**src/rtl/alu_pkg.sv**
```systemverilog
// ==== alu_pkg : shared ALU constants, divider FSM state encoding ====
// ==== Rev 1.0                                                     ====
`default_nettype none

package alu_pkg;

  localparam int WIDTH = 8;
  localparam logic [7:0] DIV_ZERO_Q = 8'hFF;

  typedef enum logic [1:0] {
    ST_IDLE = 2'd0,
    ST_RUN  = 2'd1,
    ST_DONE = 2'd2
  } state_t;

endpackage

`default_nettype wire

```
**src/rtl/seq_divider8_if.sv**
```systemverilog
// ==== seq_divider8_if : start/busy/done handshake and operand/result bus ====
// ==== Rev 1.0                                                            ====
`default_nettype none

interface seq_divider8_if #(
  parameter int WIDTH = alu_pkg::WIDTH
);

  logic             start;
  logic [WIDTH-1:0] dividend;
  logic [WIDTH-1:0] divisor;
  logic             busy;
  logic             done;
  logic [WIDTH-1:0] quotient;
  logic [WIDTH-1:0] remainder;
  logic             div_by_zero;

  modport master (
    output start, dividend, divisor,
    input  busy, done, quotient, remainder, div_by_zero
  );

  modport slave (
    input  start, dividend, divisor,
    output busy, done, quotient, remainder, div_by_zero
  );

endinterface

`default_nettype wire

```
**src/rtl/sub9_borrow.sv**
```systemverilog
// ==== sub9_borrow : ripple subtractor a - b as a + ~b + 1, with borrow-out ====
// ==== Rev 1.0                                                              ====
`default_nettype none

module sub9_borrow #(
  parameter int N = 9
) (
  input  logic [N-1:0] a,
  input  logic [N-1:0] b,
  output logic [N-1:0] diff,
  output logic         borrow
);

  logic [N:0] carry;

  assign carry[0] = 1'b1;

  for (genvar i = 0; i < N; i++) begin : g_fa
    logic nb;
    assign nb         = ~b[i];
    assign diff[i]    = a[i] ^ nb ^ carry[i];
    assign carry[i+1] = (a[i] & nb) | (carry[i] & (a[i] ^ nb));
  end

  // A missing final carry means a < b.
  assign borrow = ~carry[N];

endmodule

`default_nettype wire

```
**src/rtl/seq_divider8.sv**
```systemverilog
// ==== seq_divider8 : restoring unsigned divider, one quotient bit per cycle ====
// ==== Rev 1.0                                                               ====
`default_nettype none

module seq_divider8
  import alu_pkg::*;
#(
  parameter int WIDTH = alu_pkg::WIDTH,
  parameter int CNT_W = 3
) (
  input  logic          clk,
  input  logic          rst,
  seq_divider8_if.slave bus
);

  state_t           state;
  state_t           state_next;
  logic [CNT_W-1:0] cnt;
  logic [WIDTH-1:0] dvd_reg;
  logic [WIDTH-1:0] dvs_reg;
  logic [WIDTH-1:0] r;
  logic [WIDTH-1:0] q;
  logic [WIDTH-1:0] r_next;
  logic [WIDTH-1:0] q_next;
  logic [WIDTH:0]   shifted;
  logic [WIDTH:0]   trial;
  logic             borrow;
  logic             take;
  logic             accept;
  logic [WIDTH-1:0] quo_reg;
  logic [WIDTH-1:0] rem_reg;
  logic             dbz_reg;

  assign shifted = {r, dvd_reg[cnt]};

  sub9_borrow #(
    .N (WIDTH + 1)
  ) u_sub (
    .a      (shifted),
    .b      ({1'b0, dvs_reg}),
    .diff   (trial),
    .borrow (borrow)
  );

  // While r < divisor the borrow and the trial sign agree; either one rejects.
  assign take   = ~(borrow | trial[WIDTH]);
  assign accept = bus.start && (state == ST_IDLE || state == ST_DONE);

  always_comb begin
    r_next      = take ? trial[WIDTH-1:0] : shifted[WIDTH-1:0];
    q_next      = q;
    q_next[cnt] = take;
  end

  always_comb begin
    state_next = state;
    case (state)
      ST_IDLE, ST_DONE: begin
        if (bus.start) begin
          state_next = (bus.divisor == '0) ? ST_DONE : ST_RUN;
        end else begin
          state_next = ST_IDLE;
        end
      end
      ST_RUN: begin
        if (cnt == '0) begin
          state_next = ST_DONE;
        end
      end
      default: state_next = ST_IDLE;
    endcase
  end

  always_ff @(posedge clk) begin
    if (rst) begin
      state <= ST_IDLE;
    end else begin
      state <= state_next;
    end
  end

  always_ff @(posedge clk) begin
    if (rst) begin
      cnt     <= '0;
      dvd_reg <= '0;
      dvs_reg <= '0;
      r       <= '0;
      q       <= '0;
      quo_reg <= '0;
      rem_reg <= '0;
      dbz_reg <= 1'b0;
    end else if (accept) begin
      dvd_reg <= bus.dividend;
      dvs_reg <= bus.divisor;
      cnt     <= CNT_W'(WIDTH - 1);
      r       <= '0;
      q       <= '0;
      if (bus.divisor == '0) begin
        quo_reg <= WIDTH'(DIV_ZERO_Q);
        rem_reg <= bus.dividend;
        dbz_reg <= 1'b1;
      end
    end else if (state == ST_RUN) begin
      r   <= r_next;
      q   <= q_next;
      cnt <= cnt - 1'b1;
      if (cnt == '0) begin
        quo_reg <= q_next;
        rem_reg <= r_next;
        dbz_reg <= 1'b0;
      end
    end
  end

  assign bus.busy        = (state == ST_RUN);
  assign bus.done        = (state == ST_DONE);
  assign bus.quotient    = quo_reg;
  assign bus.remainder   = rem_reg;
  assign bus.div_by_zero = dbz_reg;

endmodule

`default_nettype wire

```
**src/flat_wrapper.sv**
```systemverilog
// flat-port wrapper written by rule: the top's interface ports become plain ports
module seq_divider8_flat import alu_pkg::*;
#(
  parameter int WIDTH = alu_pkg::WIDTH,
  parameter int CNT_W = 3
)
  (clk, rst, bus_start, bus_dividend, bus_divisor, bus_busy, bus_done, bus_quotient, bus_remainder, bus_div_by_zero);
  seq_divider8_if #(.WIDTH(WIDTH)) bus_i ();
  input  logic clk;
  input  logic rst;
  input wire logic [$bits(bus_i.start)-1:0] bus_start;
  input wire logic [$bits(bus_i.dividend)-1:0] bus_dividend;
  input wire logic [$bits(bus_i.divisor)-1:0] bus_divisor;
  output wire logic [$bits(bus_i.busy)-1:0] bus_busy;
  output wire logic [$bits(bus_i.done)-1:0] bus_done;
  output wire logic [$bits(bus_i.quotient)-1:0] bus_quotient;
  output wire logic [$bits(bus_i.remainder)-1:0] bus_remainder;
  output wire logic [$bits(bus_i.div_by_zero)-1:0] bus_div_by_zero;
  assign bus_i.start = bus_start;
  assign bus_i.dividend = bus_dividend;
  assign bus_i.divisor = bus_divisor;
  assign bus_busy = bus_i.busy;
  assign bus_done = bus_i.done;
  assign bus_quotient = bus_i.quotient;
  assign bus_remainder = bus_i.remainder;
  assign bus_div_by_zero = bus_i.div_by_zero;
  seq_divider8 #(.WIDTH(WIDTH), .CNT_W(CNT_W)) u_core (.clk(clk), .rst(rst), .bus(bus_i));
endmodule
```
**config.mk**
```make
export PLATFORM = sky130hd
export DESIGN_NAME = seq_divider8_flat
export DESIGN_NICKNAME = d
export VERILOG_FILES = /design/src/rtl/alu_pkg.sv /design/src/rtl/seq_divider8_if.sv /design/src/rtl/sub9_borrow.sv /design/src/rtl/seq_divider8.sv /design/src/flat_wrapper.sv
export SDC_FILE = /design/constraint.sdc
export NUM_CORES = 1
export LEC_CHECK = 0
export ABC_AREA = 0
export BUFFER_PORTS_ARGS = -buffer_cell sky130_fd_sc_hd__buf_2
export CORE_MARGIN = 3
export CORE_UTILIZATION = 58
export DETAILED_ROUTE_END_ITERATION = 6
export GPL_TIMING_DRIVEN = 0
export PLACE_DENSITY = 0.83
export SLEW_MARGIN = 20
export SYNTH_ARGS = -nofsm -noshare
export SYNTH_HDL_FRONTEND = slang
export SYNTH_SLANG_ARGS = --single-unit
export TNS_END_PERCENT = 30
```
**constraint.sdc**
```tcl
create_clock -name clk -period 6.7 [get_ports clk]
set_input_delay 0.335 -clock clk [delete_from_list [all_inputs] [get_ports clk]]
set_output_delay 0.335 -clock clk [all_outputs]
set_load 0.01 [all_outputs]
```
Word level (Yosys, flattened, before mapping)

Cells that the tools add are included.

Flip-flop bits (word level): 54
Input port bits: 19
Output and inout bits: 19
Logic and storage cells: 105

$add $sub $neg: 1
Magnitude comparators: 2
Equality and inequality tests: 4
Muxes and demuxes: 24
Bitwise gates (word level): 54
Reduce and logical (&&, ||, !) cells: 11

Operators by type and width:

| operator            | count |
|---|---|
| $mux 8              | 9 |
| $and 1x1->1         | 16 |
| $xor 1x1->1         | 16 |
| $not 1->1           | 12 |
| $or 1x1->1          | 10 |
| $bwmux 8            | 1 |
| $logic_not 8->1     | 1 |
| $mux 1              | 6 |
| $mux 2              | 3 |
| $mux 3              | 2 |
| $lt 3x4->1 const B  | 1 |
| $pmux 2 s2          | 1 |
| $reduce_bool 2->1   | 2 |
| $reduce_or 2->1     | 2 |
| $bmux 1 s3          | 1 |
| $demux 1 s3         | 1 |
| $ge 3x1->1 const B  | 1 |
| $logic_not 3->1     | 1 |
| $reduce_and 3->1    | 1 |
| $sub 3x1->3 const B | 1 |
| $eq 2x1->1 const B  | 1 |
| $eq 2x2->1 const B  | 1 |
| $logic_and 1x1->1   | 2 |
| $logic_not 2->1     | 1 |
| 3 further kinds     | 3 |

Longest topological paths before layout

Gate-level depths: netlist of the first run.

Depth in word-level cells: 27
Gate-level depth with buffers: 23
Mapped depth without buffers: 21

By module

From an unflattened synthesis of the first run, not the netlist that was laid out.

Cells, all modules: 299
Area total of the unflattened synthesis: 2640.0 µm²

Modules (own cells, without submodules):

| module       | times used | cells an instance | area each (µm²) | sequential area each (µm²) |
|---|---|---|---|---|
| seq_divider8 | 1          | 271               | 2396.0          | 1081.0 |
| sub9_borrow  | 1          | 28                | 244.0           | 0.0 |

Worst setup path after synthesis of the first run

OpenSTA, ideal clock, no wires.

Kind: register -> register
Start: register u_core.cnt[1]
End: register u_core.rem_reg[4] (netlist: u_core.bus.remainder[4])
Library setup time: 0.086 ns
Arrival time: 4.319 ns
Data required time: 6.614 ns
Slack: 2.295 ns
Cell stages (with the launch flop): 24
Path buffers: 2
Clock period less this slack: 4.405 ns
Path through: dfxtp_1 buf_6 or3b_1 a21oi_1 a211o_1 inv_1 ha_1 fa_1 inv_1 fa_1 fa_1 inv_1 fa_1 inv_1 fa_1 inv_1 fa_1 fa_1 xnor2_4 buf_4 nor2_1 a21oi_1 a21oi_1 a211oi_1

Cells in the longest elaborated chain, start to end: 26
Elaborated cells between the ends (all ways): 32
Classes of those cells: 6 x mux; 23 x bitwise; 3 x reduce/logical

Ends and longest elaborated chain:

| what                                       | line                | RTL |
|---|---|---|
| from (decl)                                | seq_divider8.sv:18  | `logic [CNT_W-1:0] cnt;` |
| from (signal assigned)                     | seq_divider8.sv:95  | `cnt <= CNT_W'(WIDTH - 1);` |
| from (signal assigned)                     | seq_divider8.sv:106 | `cnt <= cnt - 1'b1;` |
| $bmux 1 s3                                 | seq_divider8.sv:34  | `assign shifted = {r, dvd_reg[cnt]};` |
| $mux 1 (not written as such)               | seq_divider8.sv:34  |  |
| $and 1x1->1 or $xor 1x1->1 (tied branches) | sub9_borrow.sv:22   | `assign carry[i+1] = (a[i] & nb) \| (carry[i] & (a[i] ^ nb));` |
| $or 1x1->1                                 | sub9_borrow.sv:22   |  |
| $and 1x1->1                                | sub9_borrow.sv:22   |  |
| $or 1x1->1                                 | sub9_borrow.sv:22   |  |
| $and 1x1->1                                | sub9_borrow.sv:22   |  |
| $or 1x1->1                                 | sub9_borrow.sv:22   |  |
| [10 not listed]                            | --                  |  |
| $and 1x1->1                                | sub9_borrow.sv:22   |  |
| $or 1x1->1                                 | sub9_borrow.sv:22   |  |
| $not 1->1                                  | sub9_borrow.sv:26   | `assign borrow = ~carry[N];` |
| $or 1x1->1                                 | seq_divider8.sv:46  | `assign take = ~(borrow \| trial[WIDTH]);` |
| $mux 8                                     | seq_divider8.sv:50  | `r_next = take ? trial[WIDTH-1:0] : shifted[WIDTH-1:0];` |
| $mux 8                                     | seq_divider8.sv:107 | `if (cnt == '0) begin` |
| $mux 8                                     | seq_divider8.sv:103 | `end else if (state == ST_RUN) begin` |
| $mux 8                                     | seq_divider8.sv:92  | `end else if (accept) begin` |
| to (signal assigned)                       | seq_divider8.sv:100 | `rem_reg <= bus.dividend;` |
| to (signal assigned)                       | seq_divider8.sv:109 | `rem_reg <= r_next;` |
| to (decl)                                  | seq_divider8.sv:31  | `logic [WIDTH-1:0] rem_reg;` |

Parallel ways exist; a longest one is shown, timed or not. The select of a mux whose other input is x is not followed.
A chain may end at the register's enable or synchronous reset.

Worst setup path in the final report of the first run

Ends and elaborated chain as after synthesis.

==> flow_summary.ini, run 1 <==
[yosys]
synthFlopType = dfxtp_1
synth_adder_area_share = 0.06863
syn_inst = 304
ys_async_sr_fraction = 0
yosysWarnings = 0
synth_common_cells = a21oi_1 (54), dfxtp_1 (54), nand2_1 (42), nor2_1 (34), a211oi_1 (19)
yosys.area.top_type = dfxtp_1
synth_mux_area_frac = 0.05413
synth-xor-area-share = 0.01740
synth_top_family_by_area = compound AO/OA/AOI/OAI gates
avgSynthCellArea_um2 = 8.516
synth-edff-count = 0
synthesis.area_um2 = 2589
synth_area_leaders = dfxtp_1 (42%), a21oi_1 (10%), nand2_1 (6.1%)
synth_nets = 333
yosys.area_share.simple = 0.1808
synth_cell_type_count = 33
synth_seq_cells = 54
synth_compound_area_frac = 0.1856
ys_seq_area_frac = 0.4176
netlist.area_leader.share = 0.4176

[global_route]
grt_max_degree = 17
grt_use_total = 0.2452
grt_overflow = 0
grt_pass1_wl_um = 9963
antenna_found_initial = 0
grt_pass1_vias = 2070

[detailed_routing]
detail-route-antenna-nets = 0
drtIter0Drc = 194
vias = 2197
wl_met1_um = 2675
wl_per_cell_um = 14.82
wl_met2_um = 2721
viasPerCell = 5.506
wirelength_um = 5913
dr.pass1.iters = 4
maxUsedRoutingLayer = met4
route.met3.wl_um = 403
route.detailed.drc = 0

[setup_path]
startpoint_type = register
ff2ff_path_depth = 23
crit_path_end_kind = register
crit_fanout = 10
path_class = reg2reg
cp_data_arrival_time_ns = 5.09
cp_common_cell = fa_1
crit_slowest_cell = fa_1
slowest_delay_ns = 0.46
cp_data_required_time_ns = 6.92
crit_path_cell_trace = buf_6 > or3b_1 > a21oi_1 > a211o_1 > inv_1 > ha_1 > fa_1 > inv_1 > fa_1 > fa_1 > inv_1 > fa_1 > inv_1 > fa_1 > inv_1 > fa_1 > fa_1 > xnor2_4 > buf_4 > nor2_1 > a21oi_1 > a21oi_1 > a211oi_1

[power]
leakage_nw = 1.195
power.density_nw_per_um2 = 255.9
power.total_mw = 0.7502
peakVddDrop_uv = 163.6

[sta]
max_clock_freq_mhz = 205.3
slew_violations = 0
worst_pin_slew_ns = 0.5463
period_minus_slack_ns = 4.870
finalClockSkew_ns = 0.006104
setup_viol = 0
post-route-period-util = 0.7269
rsz0062_at_grt = no
tns_ns = 0
slew_headroom = 0.6358
hold_viol_final = 0

[floorplanning]
die_h_um = 72.81
initial_core_util = 0.6247
die_width_um = 72.81
ios = 38
dieArea_um2 = 5301
num_rows = 23
floorplan.core_area_um2 = 4144

[flow_run]
drv_cap = 0

[clock_network]
cts_sinks = 54
cts_resized = 0
insertion_delay_ns = 0.31
hold_buffers = 0
cts_root_buf = clkbuf_8
clk_pin_slew_ns = 0.10
htree_levels = 2
cts_setup_buffers = 0
clock_path_buffers = 2
cts_tree = built
numCtsBuffers = 5

[placement]
gp_congestion = 0.8728
hpwl_um = 4224
place_area_um2 = 2836
portBuffers = 37

[final_layout]
stdcell_area_um2 = 2932
fill_cells = 341
drive_above_1_share = 0.1891
layout.nets = 377
register_area_um2 = 1081
multi_input_area_um2 = 1311
syn_to_final_growth_pct = 13.24
antenna_cells = 0

[outcome]
outcome = complete, no violations

[min_path]
hp-class = in2reg
hold_depth = 3
[routing by layer]
| layer | track usage | vias up |
|---|---|---|
| met4 | 0.08811 | 0 |
| met2 | 0.3798 | 66 |
| met1 | 0.3322 | 1011 |
| met5 | 0 | - |
| li1 | - | 1110 |
| met3 | 0.06198 | 10 |
[cells by family (layout without fill, tap and decap cells)]
| logic type | count (synthesis) | in the layout |
|---|---|---|
| flops | 54 | 54 |
| mux | 14 | 14 |
| buf+inv | 39 | 84 |
| simple gates | 101 | 101 |
| fa+ha+maj | 10 | 10 |
| compound gates | 83 | 83 |
| xor+xnor | 3 | 3 |
[cells in the final DEF, fill, tap and decap left out, types with 2 or more instances in the layout]
master,netlist,final
clkbuf_8,0,6
nor3_1,2,2
nor2_1,34,34
nor2b_1,3,3
a211oi_1,19,19
or3b_1,2,2
nand3b_1,3,3
nand3_1,2,2
fa_1,7,7
dfxtp_1,54,54
buf_6,5,5
nor3b_1,3,3
buf_2,7,44
nand2_1,42,42
mux2i_1,14,14
a21oi_1,54,54
o21ai_0,6,6
inv_1,15,15
ha_1,3,3
clkbuf_1,11,11
nand2b_1,4,4
nor4_2,2,2
[area by class of cell]
| cell class | count | share of cell area |
|---|---|---|
| well taps | 50 | 0.02134 |
| inverters | 15 | 0.01921 |
| plain buffers | 24 | 0.04780 |
| multi-input cells | 211 | 0.4473 |
| clock inverters | 2 | 0.004268 |
| clock buffers | 6 | 0.02817 |
| flip-flops and latches | 54 | 0.3688 |
| repair buffers | 37 | 0.06317 |
[stage by stage]
| step | worst slack [ns] | util | hold WS [ns] | instances |
|---|---|---|---|---|
| final | 1.830 | 0.7074 | 0.2740 | 399 |
| after global routing | 1.447 | 0.7074 | 0.2844 | 399 |
| after CTS | 1.831 | 0.7074 | 0.2689 | 399 |
| after detailed placement | 1.866 | 0.6845 | 0.4437 | 391 |
| after global placement | 1.898 | 0.6845 | 0.4361 | 391 |
| after floorplan | 2.295 | - | 0.4310 | 304 |
[worst max-delay path: cells and delay by family (launching register included)]
| kind | cells | cell delay (ns) |
|---|---|---|
| adders and majority gates | 8 | 2.26 |
| AOI/OAI and AO/OA | 5 | 0.80 |
| buffers and inverters | 7 | 0.67 |
| and+or+nand+nor | 2 | 0.43 |
| DFF | 1 | 0.32 |
| xor gates and xnor gates | 1 | 0.29 |
[report_power, final]
group | switching, mW | internal [mW] | total (mW)
Combinational | 0.124 | 0.0813 | 0.205
Clock | 0.108 | 0.0833 | 0.191
Sequential | 0.0133 | 0.341 | 0.354
[path summary, 6_finish.rpt]
check / from / endpoint / slack (ns)
max: u_core.cnt[1] / u_core.bus.remainder[4] / 1.83
min: bus_dividend[5] / u_core.dvd_reg[5] / 0.27
max reg2reg: u_core.cnt[1] / u_core.bus.remainder[4] / 1.83
min reg2reg: u_core.bus.remainder[3] / u_core.bus.remainder[3] / 0.45
(Power assumes the default switching activity.)
==> run 2, diff against run 1 <==
CORE_UTILIZATION = 56   (was 58)
PLACE_DENSITY = 0.8   (was 0.83)
clock period = 4.71 ns   (was 6.7 ns; I/O delays follow)
==> run 2 against run 1 <==
Net effect: critical endpoint is now u_core.bus.remainder[2]; sequential power increased by 44%; highest routed layer unchanged; wire length is 1.1% higher; die area rose by 3.3%; hold slack got worse by 0.086 ns; count of clock-buffer cells in the layout up 1; final cell count grew 1.0%; first-iteration DRC count decreased by 16%; largest power group unchanged; worst setup slack worse by 1.7 ns.
==> flow_summary.ini, run 2 (synthesis gave the netlist of run 1 again) <==
[outcome]
outcome = complete, no violations

[final_layout]
antenna_cells = 0
stdcell_area_um2 = 3072
layout_commonest_cell = dfxtp_1
layout.nets = 379
drive_above_1_share = 0.2507
syn_to_final_growth_pct = 18.66
most-common-layout-cells = dfxtp_1 (53), a21oi_1 (51), buf_2 (43)

[sta]
hold_viol_final = 0
slew_violations = 0
setup_viol = 0
rsz0062_at_grt = yes
worst_pin_slew_ns = 0.5417
finalClockSkew_ns = 0.01007
post-route-period-util = 0.9682
slew_headroom = 0.6388
tns_ns = 0
max_clock_freq_mhz = 219.3
period_minus_slack_ns = 4.560

[power]
peakVddDrop_uv = 205.1
leakage_nw = 1.196
power.total_mw = 1.161
power_frac_clock = 0.261
internal-power_mw = 0.7982
p_seq_frac = 0.437
combPwrFrac = 0.301
switchingPower_mw = 0.3628
p_sw_frac = 0.3125
power.density_nw_per_um2 = 378.0

[floorplanning]
dieArea_um2 = 5475
die_width_um = 73.99
num_rows = 24
floorplan.core_area_um2 = 4414
ios = 38
die_h_um = 73.99
initial_core_util = 0.5865

[detailed_routing]
wl_per_cell_um = 14.83
detail-route-antenna-nets = 0
route.detailed.drc = 0
vias = 2249
viasPerCell = 5.581
wirelength_um = 5978
dr.pass1.iters = 4
drtIter0Drc = 163

[clock_network]
htree_levels = 2
cts_sinks = 54
cts_root_buf = clkbuf_8
hold_buffers = 0
insertion_delay_ns = 0.30
cts_tree = built
clock_path_buffers = 2
clk_pin_slew_ns = 0.09
numCtsBuffers = 5

[placement]
place_area_um2 = 2839
portBuffers = 37
gp_congestion = 0.8823
hpwl_um = 4322

[setup_path]
crit_fanout = 7
cp_data_required_time_ns = 4.88
slowest_delay_ns = 0.43
crit_slowest_cell = fa_2
cp_common_cell = fa_2
cp_data_arrival_time_ns = 4.73
startpoint_type = register
path_class = reg2reg
crit_path_end_kind = register
crit_path_cell_trace = or3b_4 > a21oi_2 > a211o_1 > inv_1 > ha_2 > fa_2 > inv_2 > fa_2 > fa_2 > inv_1 > fa_2 > inv_2 > fa_2 > inv_1 > fa_2 > fa_2 > xnor2_4 > buf_6 > mux2i_2 > o21ai_0 > nand2_1 > a21oi_1

[global_route]
grt_max_degree = 16
grt_overflow = 0
grt_pass1_vias = 2096
grt_pass1_wl_um = 9625
grt_use_total = 0.2262
antenna_found_initial = 0

[min_path]
hp-class = in2reg

[flow_run]
drv_cap = 0
run 2: cell types whose count changed in the layout (fill, tap and decap cells not counted), moves of 2 or more:
cell / before / now
inv_2: 0 / 2
inv_1: 15 / 13
clkbuf_1: 11 / 13
fa_2: 0 / 7
a21oi_2: 1 / 4
fa_1: 7 / 0
mux2i_1: 14 / 9
mux2i_4: 0 / 4
a21oi_1: 54 / 51
run 2: timing repair:
action                                  4_1_cts  5_1_grt
setup buffers                                 3        0
pin swaps                                     1        4
endpoints found under the setup margin        4       30
resized for setup                             1       33
run 2: metal layers:
layer	up-vias	GRT usage	share of wire
met4	0	0.06640	0.014
met2	80	0.3681	0.47
li1	1114	-	-
met1	1046	0.3106	0.45
met3	9	0.03784	0.066
met5	-	0	0
run 2: stage by stage:
stage | instances | hold slack, ns | util | setup slack [ns]
final | 403 | 0.1879 | 0.6959 | 0.1497
after global routing | 403 | 0.1836 | 0.6959 | -0.008634
after CTS | 404 | 0.1845 | 0.6729 | 0.03898
after detailed placement | 393 | 0.4483 | 0.6431 | -0.03103
after global placement | 393 | 0.4392 | 0.6431 | 0.00007860
after floorplan | 304 | 0.3715 | - | 0.3052
run 2: power groups by stage:
stage	Clock, mW	Sequential, mW	Combinational [mW]
final	0.303	0.508	0.350
after global routing	0.329	0.512	0.386
after CTS	0.306	0.504	0.303
after floorplan	0	0.514	0.214
after detailed placement	0	0.514	0.286
after global placement	0	0.513	0.280
run 2: area by class of cell:
class	instances	area, um^2
Inverter	15	56.30
Tap cell	52	65.06
Multi-Input combinational cell	211	1405
Clock buffer	7	76.32
Buffer	23	142.6
Timing Repair Buffer	40	211.5
Fill cell	366	1343
Sequential cell	54	1085
Clock inverter	1	30.03
run 2: path summary, 6_finish.rpt:
path | startpoint | to | slack (ns) | cells after the start
max | u_core.cnt[1] | u_core.bus.remainder[2] | 0.15 | 22
max reg2reg | u_core.cnt[1] | u_core.bus.remainder[2] | 0.15 | 22
min | bus_divisor[0] | u_core.dvs_reg[0] | 0.19 | 3
min reg2reg | u_core.bus.remainder[5] | u_core.bus.remainder[5] | 0.46 | 2
run 2: critical path: cells and delay by family (launching register included):
kind                     cells  cell delay, ns
AO/OA/AOI/OAI                4            0.48
XOR/XNOR                     1            0.23
adder cells (fa/ha/maj)      8            2.14
buffers and inverters        6            0.44
flip-flops                   1            0.38
multiplexers                 1            0.27
AND/OR/NAND/NOR              2            0.48
==> run 3, diff against run 2 <==
CORE_ASPECT_RATIO = 0.6   (was default)
==> run 3 against run 2 <==
Net effect: core utilization up 4.6 points; die area up 0.49%; cell area up 3.3%; non-clock buffer count up 1; clock power up 3%; clock skew down 0.00061 ns; first-iteration DRC count up 30%; critical path type unchanged; largest cell class unchanged.
==> flow_summary.ini, run 3 (synthesis gave the netlist of run 1 again) <==
[sta]
hold_viol_final = 0
slew_headroom = 0.5878
setup_viol = 0
slew_violations = 0
rsz0062_at_grt = yes
period_minus_slack_ns = 4.651
max_clock_freq_mhz = 215.0
finalClockSkew_ns = 0.009466
post-route-period-util = 0.9875
worst_pin_slew_ns = 0.6183
tns_ns = 0
hold_ws_ns = 0.1739

[final_layout]
layout_commonest_cell = dfxtp_1
most-common-layout-cells = dfxtp_1 (53), a21oi_1 (45), buf_2 (43)
layout.nets = 380
finalNonFillerCells = 412
antenna_cells = 0
post-route-util = 0.7415
drive_above_1_share = 0.2898
syn_to_final_growth_pct = 22.57
stdcell_area_um2 = 3173

[min_path]
hp-class = in2reg
hold_depth = 3

[power]
peakVddDrop_uv = 288.0
p_sw_frac = 0.3288
power_frac_clock = 0.253
internal-power_mw = 0.8257
combPwrFrac = 0.333
p_seq_frac = 0.414
leakage_nw = 1.212
power.density_nw_per_um2 = 387.7
switchingPower_mw = 0.4044

[setup_path]
ff2ff_path_depth = 22
startpoint_type = register
crit_fanout = 7
path_class = reg2reg
cp_data_required_time_ns = 4.89
crit_path_end_kind = register
cp_data_arrival_time_ns = 4.83

[detailed_routing]
wirelength_um = 6719
viasPerCell = 5.597
wl_per_cell_um = 16.31
vias = 2306
dr.pass1.iters = 4
route.detailed.drc = 0
drtIter0Drc = 212
detail-route-antenna-nets = 0

[outcome]
outcome = complete, no violations

[clock_network]
cts_tree = built
clock_path_buffers = 2
clk_pin_slew_ns = 0.10
cts_sinks = 54
numCtsBuffers = 5
htree_levels = 2
cts_root_buf = clkbuf_8
hold_buffers = 0
insertion_delay_ns = 0.31

[global_route]
grt_use_total = 0.2533
grt_max_degree = 17
grt_pass1_vias = 2152
grt_pass1_wl_um = 10560
antenna_found_initial = 0
grt_overflow = 0

[floorplanning]
dieArea_um2 = 5501
num_rows = 18
die_width_um = 93.78
ios = 38
die_h_um = 58.67
floorplan.core_area_um2 = 4279
initial_core_util = 0.6050

[placement]
dp.cells = 401
hpwl_um = 4760
gp_congestion = 0.8893
portBuffers = 37
place_area_um2 = 2849

[flow_run]
drv_cap = 0
-- run 3: changes by cell type in the layout (fill, tap and decap cells not counted), moves of 2 or more --
| cell | change |
|---|---|
| a211oi_1 | -4 |
| a21oi_1 | -6 |
| inv_2 | +2 |
| mux2i_4 | +3 |
| a21oi_2 | +6 |
| inv_1 | -2 |
| a211oi_2 | +4 |
| o21ai_1 | +2 |
| o21ai_0 | -2 |
| mux2i_1 | -2 |
-- run 3: metrics by stage --
stage / setup slack [ns] / total power, mW
floorplan: 0.3052 / 0.7278
global placement: -0.007352 / 0.7986
detailed placement: -0.1655 / 0.8096
CTS: -0.01115 / 1.142
global route: -0.1514 / 1.287
finish: 0.05888 / 1.230
-- run 3: worst paths after layout --
path | to | from | slack, ns
hold / removal | u_core.dvs_reg[6] | bus_divisor[6] | 0.17
hold reg to reg | u_core.dvd_reg[3] | u_core.dvd_reg[3] | 0.46
setup / recovery | u_core.bus.remainder[5] | u_core.cnt[1] | 0.06
setup reg to reg | u_core.bus.remainder[5] | u_core.cnt[1] | 0.06
-- run 3: worst max-delay path: stages (launching register included) --
cell and delay (ns):
dfxtp_4 0.38, or3b_1 0.41, a21oi_2 0.17, a211o_1 0.18, inv_1 0.06, ha_2 0.17, fa_2 0.33, inv_2 0.06
fa_2 0.18, fa_2 0.19, inv_2 0.04, fa_2 0.32, inv_2 0.06, fa_2 0.19, inv_2 0.04, fa_2 0.39
fa_2 0.44, xnor2_4 0.23, buf_6 0.15, mux2i_4 0.27, o21ai_1 0.09, nand2_1 0.10, a21oi_2 0.06
-- run 3: layout make-up --
| class | count | area [um^2] |
|---|---|---|
| timing repair buffer | 41 | 235.2 |
| multi-input combinational | 211 | 1476 |
| fill | 318 | 1106 |
| tap | 60 | 75.07 |
| clock buffer | 6 | 72.57 |
| clock inverter | 2 | 37.54 |
| buffer | 23 | 135.1 |
| sequential | 54 | 1085 |
| inverter | 15 | 56.30 |
-- run 3: power by group through the flow --
stage          clock network, mW  registers (mW)  logic [mW]
3_5_place_dp                   0           0.515       0.294
2_1_floorplan                  0           0.514       0.214
3_3_place_gp                   0           0.514       0.285
6_report                   0.311           0.509       0.410
5_1_grt                    0.330           0.513       0.444
4_1_cts                    0.312           0.505       0.325
-- run 3: metal layers --
metal,up-vias,wire (um),share of wire,track usage
li1,1117,-,-,-
met1,1110,3020,0.45,0.3594
met2,74,3144,0.47,0.3946
met3,5,520,0.077,0.06003
met4,0,33,0.0049,0.06173
met5,-,0,0,0
-- run 3: timing repair --
item / CTS / global route
setup buffers: 2 / 2
endpoints found under the setup margin: 20 / 31
pin swaps: 1 / 9
resized for setup: 6 / 43
hold endpoints to repair: 0 / 0
